$ cat src/rtl/cpu_pkg.sv
// Shared run-state type, default HLT opcode and trace-entry packing for the cpu run monitor.
package cpu_pkg;

  typedef enum logic [1:0] {
    IDLE    = 2'd0,
    RUN     = 2'd1,
    HALTED  = 2'd2,
    TIMEOUT = 2'd3
  } run_state_t;

  localparam logic [7:0] HLT_OP = 8'h0A;

  // Packs {pc, inst} with inst in the low inst_w bits; callers keep the low PC_W+INST_W bits.
  function automatic logic [63:0] trace_entry(input logic [31:0] pc,
                                              input logic [31:0] inst,
                                              input int unsigned inst_w);
    trace_entry = ({32'd0, pc} << inst_w) | {32'd0, inst};
  endfunction

endpackage

$ cat src/rtl/trace_fifo.sv
// First-word fall-through trace buffer with wrap-bit pointers and a sticky overflow flag.
// Full-buffer pushes overwrite the oldest entry when CPU_TRACE_WRAP_EN is defined, else are dropped.
module trace_fifo #(
  parameter int W     = 12,
  parameter int DEPTH = 16
) (
  input  logic         clk,
  input  logic         clear_n,
  input  logic         clr,
  input  logic         push,
  input  logic         pop,
  input  logic [W-1:0] wdata,
  output logic [W-1:0] rdata,
  output logic         empty,
  output logic         full,
  output logic         overflow
);

  localparam int AW = $clog2(DEPTH);

  logic [AW:0]  wr_ptr_q, wr_ptr_d;
  logic [AW:0]  rd_ptr_q, rd_ptr_d;
  logic         overflow_q, overflow_d;
  logic         empty_s, full_s, pop_ok_s, mem_we_s;
  logic [W-1:0] mem_q [DEPTH];

  // Pointer and overflow next-state; clr discards any same-edge push or pop.
  always_comb begin
    empty_s    = (wr_ptr_q == rd_ptr_q);
    full_s     = (wr_ptr_q[AW] != rd_ptr_q[AW]) && (wr_ptr_q[AW-1:0] == rd_ptr_q[AW-1:0]);
    pop_ok_s   = pop && !empty_s;
    wr_ptr_d   = wr_ptr_q;
    rd_ptr_d   = rd_ptr_q;
    overflow_d = overflow_q;
    mem_we_s   = 1'b0;
    if (clr) begin
      wr_ptr_d   = '0;
      rd_ptr_d   = '0;
      overflow_d = 1'b0;
    end else begin
      if (pop_ok_s) begin
        rd_ptr_d = rd_ptr_q + (AW+1)'(1);
      end else begin
        rd_ptr_d = rd_ptr_q;
      end
      if (push) begin
        if (!full_s || pop_ok_s) begin
          mem_we_s = 1'b1;
          wr_ptr_d = wr_ptr_q + (AW+1)'(1);
        end else begin
          overflow_d = 1'b1;
`ifdef CPU_TRACE_WRAP_EN
          mem_we_s   = 1'b1;
          wr_ptr_d   = wr_ptr_q + (AW+1)'(1);
          rd_ptr_d   = rd_ptr_q + (AW+1)'(1);
`else
          mem_we_s   = 1'b0;
          wr_ptr_d   = wr_ptr_q;
`endif
        end
      end else begin
        mem_we_s = 1'b0;
      end
    end
  end

  // Pointer and flag registers.
  always_ff @(posedge clk or negedge clear_n) begin
    if (!clear_n) begin
      wr_ptr_q   <= '0;
      rd_ptr_q   <= '0;
      overflow_q <= 1'b0;
    end else begin
      wr_ptr_q   <= wr_ptr_d;
      rd_ptr_q   <= rd_ptr_d;
      overflow_q <= overflow_d;
    end
  end

  // Entry storage; contents are only meaningful between the pointers.
  always_ff @(posedge clk) begin
    if (mem_we_s) begin
      mem_q[wr_ptr_q[AW-1:0]] <= wdata;
    end
  end

  assign rdata    = mem_q[rd_ptr_q[AW-1:0]];
  assign empty    = empty_s;
  assign full     = full_s;
  assign overflow = overflow_q;

endmodule

$ cat src/rtl/cpu_run_monitor.sv
// Run-control FSM, cycle/instruction counters and output capture that sit beside the cpu core.
// Trace overflow policy (overwrite vs drop) is selected by CPU_TRACE_WRAP_EN inside trace_fifo.
module cpu_run_monitor
  import cpu_pkg::*;
#(
  parameter int                INST_W         = 8,
  parameter int                PC_W           = 4,
  parameter int                DATA_W         = 8,
  parameter logic [INST_W-1:0] HLT_OPCODE     = INST_W'(HLT_OP),
  parameter int                TIMEOUT_CYCLES = 150,
  parameter int                TRACE_DEPTH    = 16
) (
  input  logic                                  clk,
  input  logic                                  clear_n,
  input  logic                                  start,
  input  logic                                  inst_valid,
  input  logic [INST_W-1:0]                     inst,
  input  logic [PC_W-1:0]                       pc,
  input  logic                                  out_valid,
  input  logic [DATA_W-1:0]                     out_data,
  output logic                                  running,
  output logic                                  cpu_hold,
  output logic                                  halted,
  output logic                                  timed_out,
  output logic [$clog2(TIMEOUT_CYCLES+1)-1:0]   cycle_count,
  output logic [15:0]                           inst_count,
  output logic [DATA_W-1:0]                     last_out,
  input  logic                                  trace_rd_en,
  output logic [PC_W+INST_W-1:0]                trace_rd_data,
  output logic                                  trace_empty,
  output logic                                  trace_full,
  output logic                                  trace_overflow
);

  localparam int CNT_W = $clog2(TIMEOUT_CYCLES+1);
  localparam int TW    = PC_W + INST_W;

  run_state_t        state_q, state_d;
  logic [CNT_W-1:0]  cycle_q, cycle_d;
  logic [15:0]       inst_cnt_q, inst_cnt_d;
  logic              halted_q, halted_d;
  logic              timed_out_q, timed_out_d;
  logic [DATA_W-1:0] last_out_q, last_out_d;
  logic              running_q, running_d;
  logic              cpu_hold_q, cpu_hold_d;
  logic              fifo_clr_s, fifo_push_s, fifo_pop_s;
  logic [TW-1:0]     fifo_wdata_s;

  // FSM next-state, counters and capture; start overrides everything else on its edge.
  always_comb begin
    state_d     = state_q;
    cycle_d     = cycle_q;
    inst_cnt_d  = inst_cnt_q;
    halted_d    = halted_q;
    timed_out_d = timed_out_q;
    last_out_d  = last_out_q;
    fifo_clr_s  = 1'b0;
    fifo_push_s = 1'b0;
    fifo_pop_s  = 1'b0;
    if (start) begin
      state_d     = RUN;
      cycle_d     = '0;
      inst_cnt_d  = '0;
      halted_d    = 1'b0;
      timed_out_d = 1'b0;
      fifo_clr_s  = 1'b1;
    end else begin
      fifo_pop_s = trace_rd_en;
      case (state_q)
        RUN: begin
          cycle_d = cycle_q + CNT_W'(1);
          if (out_valid) begin
            last_out_d = out_data;
          end else begin
            last_out_d = last_out_q;
          end
          if (inst_valid) begin
            fifo_push_s = 1'b1;
            if (inst_cnt_q != 16'hFFFF) begin
              inst_cnt_d = inst_cnt_q + 16'd1;
            end else begin
              inst_cnt_d = inst_cnt_q;
            end
          end else begin
            fifo_push_s = 1'b0;
          end
          // HLT outranks a coincident budget expiry.
          if (inst_valid && (inst == HLT_OPCODE)) begin
            state_d  = HALTED;
            halted_d = 1'b1;
          end else if (cycle_d == CNT_W'(TIMEOUT_CYCLES)) begin
            state_d     = TIMEOUT;
            timed_out_d = 1'b1;
          end else begin
            state_d = RUN;
          end
        end
        IDLE, HALTED, TIMEOUT: begin
          state_d = state_q;
        end
        default: begin
          state_d = IDLE;
        end
      endcase
    end
    running_d  = (state_d == RUN);
    cpu_hold_d = (state_d != RUN);
  end

  // Run-control registers.
  always_ff @(posedge clk or negedge clear_n) begin
    if (!clear_n) begin
      state_q     <= IDLE;
      cycle_q     <= '0;
      inst_cnt_q  <= '0;
      halted_q    <= 1'b0;
      timed_out_q <= 1'b0;
      last_out_q  <= '0;
      running_q   <= 1'b0;
      cpu_hold_q  <= 1'b1;
    end else begin
      state_q     <= state_d;
      cycle_q     <= cycle_d;
      inst_cnt_q  <= inst_cnt_d;
      halted_q    <= halted_d;
      timed_out_q <= timed_out_d;
      last_out_q  <= last_out_d;
      running_q   <= running_d;
      cpu_hold_q  <= cpu_hold_d;
    end
  end

  assign fifo_wdata_s = TW'(trace_entry(32'(pc), 32'(inst), INST_W));

  trace_fifo #(
    .W     (TW),
    .DEPTH (TRACE_DEPTH)
  ) u_trace_fifo (
    .clk      (clk),
    .clear_n  (clear_n),
    .clr      (fifo_clr_s),
    .push     (fifo_push_s),
    .pop      (fifo_pop_s),
    .wdata    (fifo_wdata_s),
    .rdata    (trace_rd_data),
    .empty    (trace_empty),
    .full     (trace_full),
    .overflow (trace_overflow)
  );

  assign running     = running_q;
  assign cpu_hold    = cpu_hold_q;
  assign halted      = halted_q;
  assign timed_out   = timed_out_q;
  assign cycle_count = cycle_q;
  assign inst_count  = inst_cnt_q;
  assign last_out    = last_out_q;

endmodule
$ cat config.mk
export PLATFORM = sky130hd
export DESIGN_NAME = cpu_run_monitor
export DESIGN_NICKNAME = d
export VERILOG_FILES = /design/src/rtl/cpu_pkg.sv /design/src/rtl/trace_fifo.sv /design/src/rtl/cpu_run_monitor.sv
export SDC_FILE = /design/constraint.sdc
export NUM_CORES = 1
export LEC_CHECK = 0
export ABC_AREA = 1
export CAP_MARGIN = 10
export CELL_PAD_IN_SITES_DETAIL_PLACEMENT = 0
export CELL_PAD_IN_SITES_GLOBAL_PLACEMENT = 1
export CORE_UTILIZATION = 43
export DETAILED_ROUTE_END_ITERATION = 10
export GPL_TIMING_DRIVEN = 0
export PLACE_DENSITY = 0.73
export SYNTH_ARGS = -nofsm -noshare
export SYNTH_HDL_FRONTEND = slang
export SYNTH_SLANG_ARGS = --single-unit
$ cat constraint.sdc
create_clock -name clk -period 2 [get_ports clk]
set_clock_uncertainty 0.05 [all_clocks]
set_input_delay 0.6 -clock clk [delete_from_list [all_inputs] [get_ports clk]]
set_output_delay 0.6 -clock clk [all_outputs]
set_load 0.01 [all_outputs]
=== Word level (Yosys, flattened, before mapping) ===
Memory sizes are Yosys's and may differ from the RTL's.
Cells that the tools add are included.

* Memories: 1
* Output and inout port bits: 51
* Register bits after elaboration: 49
* Input port bits: 26
* Word-level logic and storage cells: 88
* RAM bits: 192
* Latch bits: 0
* Memory bits (read-only): 0

{| class="wikitable"
|+ Memories
! name !! depth !! bits a word !! read ports !! clocked after Yosys merged registers in !! wr ports !! RTL line !! text
|-
| u_trace_fifo.mem_q || 16 || 12 || 1 || 0 || 1 || trace_fifo.sv:25 || <nowiki>logic [W-1:0] mem_q [DEPTH];</nowiki>
|}

* Div/mod/pow operators: 0
* $add $sub $neg: 4
* Order comparisons: 0
* Muxes and demuxes: 35
* Bitwise operators: 2
* Shifts and indexed selects: 0
* $mul: 0
* Reduce and logical (&&, ||, !) cells: 22
* Equality and inequality tests: 13

{| class="wikitable"
|+ Operators by type and width
! kind !! number
|-
| $mux 16 || 4
|-
| $mux 5 || 5
|-
| $mux 1 || 20
|-
| $add 16x1->16 const B || 1
|-
| $mux 8 || 2
|-
| $ne 16x16->1 const B || 1
|-
| $reduce_bool 2->1 || 8
|-
| $or 12x8->12 || 1
|-
| $add 5x1->5 const B || 2
|-
| $reduce_and 3->1 || 3
|-
| $add 8x1->8 const B || 1
|-
| $eq 8x4->1 const B || 1
|-
| $eq 8x8->1 const B || 1
|-
| $mux 2 || 3
|-
| $reduce_and 2->1 || 3
|-
| $eq 5x5->1 || 1
|-
| $eq 2x1->1 const B || 2
|-
| $eq 2x2->1 const B || 2
|-
| $eq 4x4->1 || 1
|-
| $ne 2x2->1 const B || 2
|-
| $pmux 2 s2 || 1
|-
| $logic_and 1x1->1 || 3
|-
| $reduce_or 3->1 || 1
|-
| $logic_not 1->1 || 2
|-
| other kinds (5) || 5
|}

=== Longest topological paths before layout ===
Gate-level depths: netlist (run 1).

* Word-level depth: 9
* Gate-level depth with buffers: 13
* Depth with buffers taken out: 13

=== By module ===
From an unflattened synthesis (run 1), not the netlist that was laid out.

* Cells, all modules: 944
* Area total of the unflattened synthesis: 10481.3 um2

{| class="wikitable"
|+ By module, submodules not included
! module !! instances !! sequential area each (um2) !! area each (um2) !! cells each
|-
| trace_fifo || 1 || 6040.8 || 8383.0 || 682
|-
| cpu_run_monitor || 1 || 952.2 || 2098.3 || 262
|}

=== Worst setup path before layout (run 1) ===
OpenSTA, ideal clock, no wires.

* Path type: input -> register
* Start point: input port start
* End point: memory u_trace_fifo.mem_q[12][0] (enable)
* Arrival time: 1.799 ns
* Setup time: 0.380 ns
* Stages: 6
* Path buffers: 1
* Path slack: -0.229 ns
* Data required time: 1.570 ns
* Path through: buf_2 -> inv_2 -> nand2_1 -> inv_1 -> nand2_1 -> nor2_1

* Longest elaborated chain between the ends: 8
* Elaborated cells between the ends (all ways): 10
* Those cells by class: mux: 8; reduce/logical: 2

{| class="wikitable"
|+ Ends and longest elaborated chain
! element !! RTL line !! text
|-
| start, declared || cpu_run_monitor.sv:15 || <nowiki>input logic start,</nowiki>
|-
| $mux 1 || cpu_run_monitor.sv:60 || <nowiki>if (start) begin</nowiki>
|-
| $logic_and 1x1->1 || trace_fifo.sv:31 || <nowiki>pop_ok_s = pop && !empty_s;</nowiki>
|-
| $logic_or 1x1->1 || trace_fifo.sv:47 || <nowiki>if (!full_s || pop_ok_s) begin</nowiki>
|-
| $mux 1 || trace_fifo.sv:47 ||
|-
| $mux 1 || trace_fifo.sv:46 || <nowiki>if (push) begin</nowiki>
|-
| $mux 1 (*) || trace_fifo.sv:36 || <nowiki>if (clr) begin</nowiki>
|-
| $mux 1 (*) || trace_fifo.sv:82 || <nowiki>if (mem_we_s) begin</nowiki>
|-
| $mux 1 (not written as such) (*) || trace_fifo.sv:83 || <nowiki>mem_q[wr_ptr_q[AW-1:0]] <= wdata;</nowiki>
|-
| end, declared || trace_fifo.sv:25 ||
|}

Mark *: on every way between the ends. The rest lies on a longest branch, timed or not.

=== Final worst setup path (run 1) ===
* Start point: register u_trace_fifo.rd_ptr_q[0]
* End point: output port trace_rd_data[10]

* Longest elaborated chain between the ends: 1

{| class="wikitable"
|+ Ends and longest elaborated chain
! element !! RTL line !! text
|-
| start, declared || trace_fifo.sv:22 || <nowiki>logic [AW:0] rd_ptr_q, rd_ptr_d;</nowiki>
|-
| start signal, assigned || trace_fifo.sv:75 || <nowiki>rd_ptr_q <= rd_ptr_d;</nowiki>
|-
| $mem_v2 16x12 || n/a ||
|-
| end, declared || cpu_run_monitor.sv:29 || <nowiki>output logic [PC_W+INST_W-1:0] trace_rd_data,</nowiki>
|}

No other way between the ends.

==> summary.md, run 1 <==
| Metric | Value |
|---|---|
| Outcome | `complete, but fails checks` |
| Violated checks | `setup timing` |
| Non-Filler Instances | `1,384` |
| Reg-to-Reg End | `u_trace_fifo.mem_q[2][7]` |
| Placed insts | `1,273` |
| TritonCTS Sinks | `241` |
| Critical path cell sequence | `buf_12 > buf_12 > clkbuf_16 > nor2_4 > o22ai_1 > o211ai_1 > nand3_2 > buf_6` |
| GP Congestion | `0.797` |
| Post-synthesis register bit count | `241` |
| Levels on crit path | `8` |
| Final setup margin | `-0.838 ns` |
| R2r worst-path depth | `11` |
| Fin Hold WS | `0.370 ns` |
| Most frequent cells in the layout | `192 x edfxtp_1, 106 x nand2_1, 96 x nor2_1` |
| Overall Global Routing Usage | `24.5%` |
| # port buffers | `75` |
| Synth-to-Final Area Change | `37.4%` |
| Worst Path Buf+Inv | `4` |
| Fraction of layout instances using a drive strength above 1 | `28.5%` |
| Leading cell type in the layout, fill and taps excluded | `edfxtp_1` |
| Via count of the first global-routing pass | `7,595` |
| Synth Cell Area | `10,200 µm²` |
| Class of the most critical setup path | `flip-flop to output port` |
| Setup_tns | `-43.60 ns` |
| Layout Nets | `1,083` |
| CP Capture Type | `output port` |
| Row cnt | `56` |
| Fmax | `0.352 GHz` |
| Tcrit/Tclk final | `142%` |
| Met2 Use GR | `40.1%` |
| Post-synthesis sequential area ratio | `68.3%` |
| CP delay by family, top | `buffers and inverters` |
| Final setup violation count | `206` |
| Arrival @ worst endpoint | `2.19 ns` |
| Seq pwr share | `43.7%` |
| Initial core utilization | `43.7%` |
| Area leader, netlist | `edfxtp_1` |
| Tmin final | `2.84 ns` |
| P_sw | `0.00327 W` |
| Die area | `24,400 µm²` |
| Crit-path max FO | `6` |
| Share of synthesized registers carrying an async set or reset | `20.3%` |
| Cell count after synthesis | `878` |
| Max Slew Vio Count | `0` |
| Synth Flop Type | `edfxtp_1` |
| Max_slew headroom | `44.1%` |
| # diodes | `0` |
| Number of fillers in the final layout | `1,868` |
| Hold_sp | `start` |
| Final Hold Fails | `0` |
| Synth warn | `0` |
| Num CTS Buffers | `26` |
| H-tree depth | `1` |
| Logic pwr share | `18.1%` |
| Sw Share | `25.7%` |
| Drt first-iter violations | `659` |
| RSZ-0062 raised after global routing | `true` |
| Mean Syn Cell Area | `11.7 µm²` |
| First-pass GRT wire length | `44.9 mm` |
| Worst-Margin Slew | `0.839 ns` |
| RR Startpoint | `u_trace_fifo.rd_ptr_q[0]` |
| Post-route ant nets | `0` |
| Global route overflow | `0` |
| Initial antenna violation count | `0` |
| Die Y | `156 µm` |
| Gr busiest metal | `met2` |
| Leakage | `5.28 nW` |
| Syn_nets | `912` |
| Max Cap Violations | `0` |
| Die W | `156 µm` |
| DR pass1 iterations | `5` |
| Total power | `0.0127 W` |
| Clock-pin slew on the worst setup and hold paths | `0.07 ns` |
| CTS tree | `done` |
| Worst Setup Start Kind | `flip-flop` |
| Detailed placement HPWL | `16.8 mm` |
| # IOs | `77` |
| FF-to-FF setup slack | `-0.31 ns` |
| Vias per inst | `5.47` |
| Clock latency on the worst-skew pair | `0.53 ns` |
| GRT met3 Usage | `3.60%` |
| Area contributors post-synth | `edfxtp_1 56%, dfrtp_1 12%, nor2_1 5.0%, o21ai_0 4.9%, nand2_1 4.0%` |
| Post-synth EDFFs | `192` |
| Internal | `0.00943 W` |
| Clk pwr share | `38.3%` |
| Worst VDD drop | `0.543 mV` |
| Hold Crit Class | `primary input to flip-flop` |
| CP Capture Point | `trace_rd_data[10]` |
| Crit path from | `u_trace_fifo.rd_ptr_q[0]` |
| Average wire per standard cell | `21.1 µm` |
| PwrDens | `903 nW/µm²` |
| Worst path most repeated cell | `buf_12` |
| Total Wirelength | `29.2 mm` |
| Netlist cell types | `43` |
| Total number of vias | `7,576` |
| Post-synth top area share | `56.3%` |
| GR Util met1 | `33.5%` |
| CP max stage cell | `dfrtp_2` |
| Root buf cell | `clkbuf_16` |
| Worst path max stage delay | `0.44 ns` |
| Core footprint | `23,400 µm²` |
| CP required | `1.35 ns` |
| # DRC | `0` |
| Pin count of the biggest net entering global routing | `38` |
| Max Buffers Root-to-Sink | `3` |
## layer usage
metal	routed length, µm	up-vias
met5	0	-
met4	850	0
met3	2080	49
met2	14000	309
met1	12300	3716
li1	-	3502
## flip-flops by register name (all words and copies together), names as in the netlist
name	count
last_out	8
running	1
inst_count	16
halted	1
cycle_count	8
timed_out	1
cpu_hold	1
u_trace_fifo.wr_ptr_q	5
u_trace_fifo.rd_ptr_q	5
u_trace_fifo.mem_q	192
u_trace_fifo.overflow	1
state_q	2
## worst min path at each step
stage	end	cells past startpoint	slack (ns)
2_1_floorplan	cycle_count[0]	0	0.25
3_3_place_gp	halted	2	0.42
3_5_place_dp	timed_out	2	0.43
4_1_cts	inst_count[8]	2	0.37
5_1_grt	inst_count[11]	2	0.39
6_report	inst_count[11]	2	0.37
## synth_stat cells, types with 5 or more instances
cell type and n:
dfrtp_1 48, o221ai_1 20, inv_2 6, edfxtp_1 192, nor3_1 5, nand3_1 53
o21ai_2 5, buf_2 12, o21ai_1 12, xor2_1 12, mux2_1 8, ha_1 8
o21ai_0 101, o22ai_1 32, inv_1 39, clkbuf_1 27, xnor2_1 5, o31ai_1 5
nor2_1 135, nand4_1 5, nand2_1 110
## worst reg2reg max path: cells and delay by family (launching register included)
kind,cells,cell delay [ns]
AND/OR/NAND/NOR,4,0.51
XOR/XNOR,1,0.12
buffers and inverters,6,0.91
flip-flops,1,0.44
## timing repair
item	4_1_cts	5_1_grt
setup endpoints to repair	249	236
hold buffers	1	0
hold endpoints to repair	12	0
resized for setup	328	70
pin swaps	66	46
buffers inserted	53	4
gates cloned	9	1
## area by class of cell
type / instances / area (µm²) / share of cell area [%]
Tap cell: 319 / 399 / 2.84
Timing Repair Buffer: 143 / 1640 / 11.7
Clock inverter: 12 / 135 / 0.961
Inverter: 45 / 191 / 1.36
Sequential cell: 241 / 7010 / 49.8
Multi-Input combinational cell: 549 / 3490 / 24.8
Clock buffer: 32 / 714 / 5.08
Buffer: 43 / 487 / 3.46
## logic make-up after synthesis
logic type	after synthesis	share of synthesized area, %
fa+ha+maj	8	0.978
xor+xnor	17	1.45
flops	241	68.3
compound gates	183	10.6
mux	8	0.880
buf+inv	88	3.52
simple gates	333	14.3
## through the flow
step | util, % | instance area (µm²) | setup slack (ns)
after global routing | 60.1 | 14100 | -0.884
final | 60.1 | 14100 | -0.838
after global placement | 49.0 | 11500 | -1.35
after floorplan | - | 10300 | -0.0936
after CTS | 58.9 | 13800 | -0.804
after detailed placement | 49.1 | 11500 | -1.18
## power by group through the flow
stage | logic (W) | clock network, W | registers [W]
final | 0.00229 | 0.00486 | 0.00555
after global routing | 0.00243 | 0.00508 | 0.00555
after CTS | 0.00215 | 0.00487 | 0.00554
after detailed placement | 0.00150 | 0 | 0.00565
after global placement | 0.00149 | 0 | 0.00565
after floorplan | 0.000759 | 0 | 0.00566
No activity file was read; power rests on OpenSTA's default activity.
==> run 2: changes to the inputs <==
==> constraint.sdc (replaced) <==
create_clock -name clk -period 2.55 [get_ports clk]
set_clock_uncertainty 0.05 [all_clocks]
set_input_delay 0.765 -clock clk [delete_from_list [all_inputs] [get_ports clk]]
set_output_delay 0.765 -clock clk [all_outputs]
set_load 0.01 [all_outputs]
==> run 2 against run 1 <==
  * The run still ends with setup timing left
  * Sequential cell count unchanged
  * Worst hold slack worse by 0.26 ns
  * Critical path depth up 1
  * Final area down 5.3%
  * Via count down 3.2%
  * Core utilization down 3.2 points
  * Routed wire length down 5.9%
  * Combinational power down 30%
  * Critical endpoint is now trace_rd_data[6]
==> summary.md, run 2 (synthesis gave the netlist of run 1 again) <==
| Metric | Value |
|---|---|
| GP Congestion | `0.788` |
| Total Wirelength | `27.5 mm` |
| RR Startpoint | `u_trace_fifo.rd_ptr_q[0]` |
| Max Slew Vio Count | `0` |
| TritonCTS Sinks | `241` |
| Class of the most critical setup path | `flip-flop to output port` |
| Worst path max stage delay | `0.38 ns` |
| Synth-to-Final Area Change | `30.1%` |
| Clock latency on the worst-skew pair | `0.53 ns` |
| Arrival @ worst endpoint | `2.23 ns` |
| First-pass GRT wire length | `42.0 mm` |
| Leakage | `4.83 nW` |
| Total number of vias | `7,332` |
| CP delay by family, top | `buffers and inverters` |
| CTS tree | `done` |
| CP Capture Type | `output port` |
| CP required | `1.74 ns` |
| Drt first-iter violations | `556` |
| Finished Cell Area | `13,300 µm²` |
| Global route overflow | `0` |
| Worst Path Buf+Inv | `5` |
| Most frequent cells in the layout | `192 x edfxtp_1, 108 x nand2_1, 106 x nor2_1` |
| Post-route ant nets | `0` |
| Placed inst area | `11,400 µm²` |
| Final setup violation count | `14` |
| # IOs | `77` |
| Core footprint | `23,400 µm²` |
| Setup_tns | `-5.13 ns` |
| Tmin final | `3.05 ns` |
| Final Util | `56.9%` |
| Average wire per standard cell | `20.3 µm` |
| # diodes | `0` |
| Layout Nets | `1,055` |
| Fin Hold WS | `0.112 ns` |
| Num CTS Buffers | `27` |
| Detailed placement HPWL | `17.1 mm` |
| Pin count of the biggest net entering global routing | `35` |
| Via count of the first global-routing pass | `7,175` |
| Final setup margin | `-0.500 ns` |
| DR pass1 iterations | `5` |
| Hold Crit Class | `primary input to asynchronous set/reset pin` |
| Place WS | `-1.12 ns` |
| Fmax | `0.328 GHz` |
| Die area | `24,400 µm²` |
| Hold buffer count at CTS | `0` |
| Crit path from | `u_trace_fifo.rd_ptr_q[0]` |
| Die W | `156 µm` |
| Outcome | `complete, but fails checks` |
| Die Y | `156 µm` |
| Row cnt | `56` |
| Largest register FFs | `192` |
| Clock-pin slew on the worst setup and hold paths | `0.06 ns` |
| Leading cell type in the layout, fill and taps excluded | `edfxtp_1` |
| Root buf cell | `clkbuf_16` |
| Max_slew headroom | `45.9%` |
| Critical path cell sequence | `buf_6 > inv_8 > buf_12 > buf_8 > o21ai_0 > o22ai_1 > o211ai_1 > nand3_1 > buf_2` |
| Max Buffers Root-to-Sink | `3` |
| Overall Global Routing Usage | `22.9%` |
| CP max stage cell | `dfrtp_1` |
| PwrDens | `713 nW/µm²` |
| Worst VDD drop | `0.482 mV` |
| Worst-Margin Slew | `0.808 ns` |
| Worst Setup Start Kind | `flip-flop` |
| H-tree depth | `1` |
| Initial core utilization | `43.7%` |
| Initial antenna violation count | `0` |
| Final Hold Fails | `0` |
| Tcrit/Tclk final | `120%` |
| # port buffers | `75` |
| Violated checks | `setup timing` |
| # DRC | `0` |
| Fraction of layout instances using a drive strength above 1 | `22.1%` |
| Crit-path max FO | `6` |
| Vias per inst | `5.40` |
| Max Cap Violations | `0` |
| RSZ-0062 raised after global routing | `true` |
run 2: cell type report:
type                    count  area (µm²)
plain buffers              40         409
clock buffers              34         712
clock inverters            12        82.6
fillers                  1999       10100
inverters                  45         180
multi-input cells         549        3240
flip-flops and latches    241        6990
well taps                 319         399
repair buffers            117        1300
run 2: metrics by stage:
| step | power, W | std cells |
|---|---|---|
| 2_1_floorplan | 0.00502 | 878 |
| 3_5_place_dp | 0.00559 | 1276 |
| 6_report | 0.00950 | 1357 |
| 4_1_cts | 0.00940 | 1345 |
| 3_3_place_gp | 0.00558 | 1272 |
| 5_1_grt | 0.00982 | 1357 |
run 2: path summary, 6_finish.rpt:
kind                                            end  slack [ns]  depth (start not counted)
max reg2reg                u_trace_fifo.mem_q[0][0]        0.12                         10
max                                trace_rd_data[6]       -0.50                          9
min reg2reg                             last_out[5]        0.44                          1
max in group asynchronous                  cpu_hold        1.74                          2
min in group clk                        last_out[5]        0.44                          1
min                                   inst_count[4]        0.11                          1
run 2: layer usage:
metal	vias up	wire length [µm]	GRT usage, %	share of wire [%]
li1	3446	-	-	-
met1	3564	12000	31.9	44
met2	274	12700	36.5	46
met3	48	1870	3.74	6.8
met4	0	901	7.66	3.3
met5	-	0	0	0
run 2: what timing repair did:
action / in CTS / in global routing
setup endpoints to repair: 198 / 167
gates cloned: 2 / 3
pin swaps: 37 / 42
setup buffers: 21 / 14
gates resized for setup: 198 / 84
run 2: report_power, final:
group	internal [W]	switching (W)
Clock	0.00205	0.00149
Sequential	0.00431	0.0000398
Combinational	0.000708	0.000888
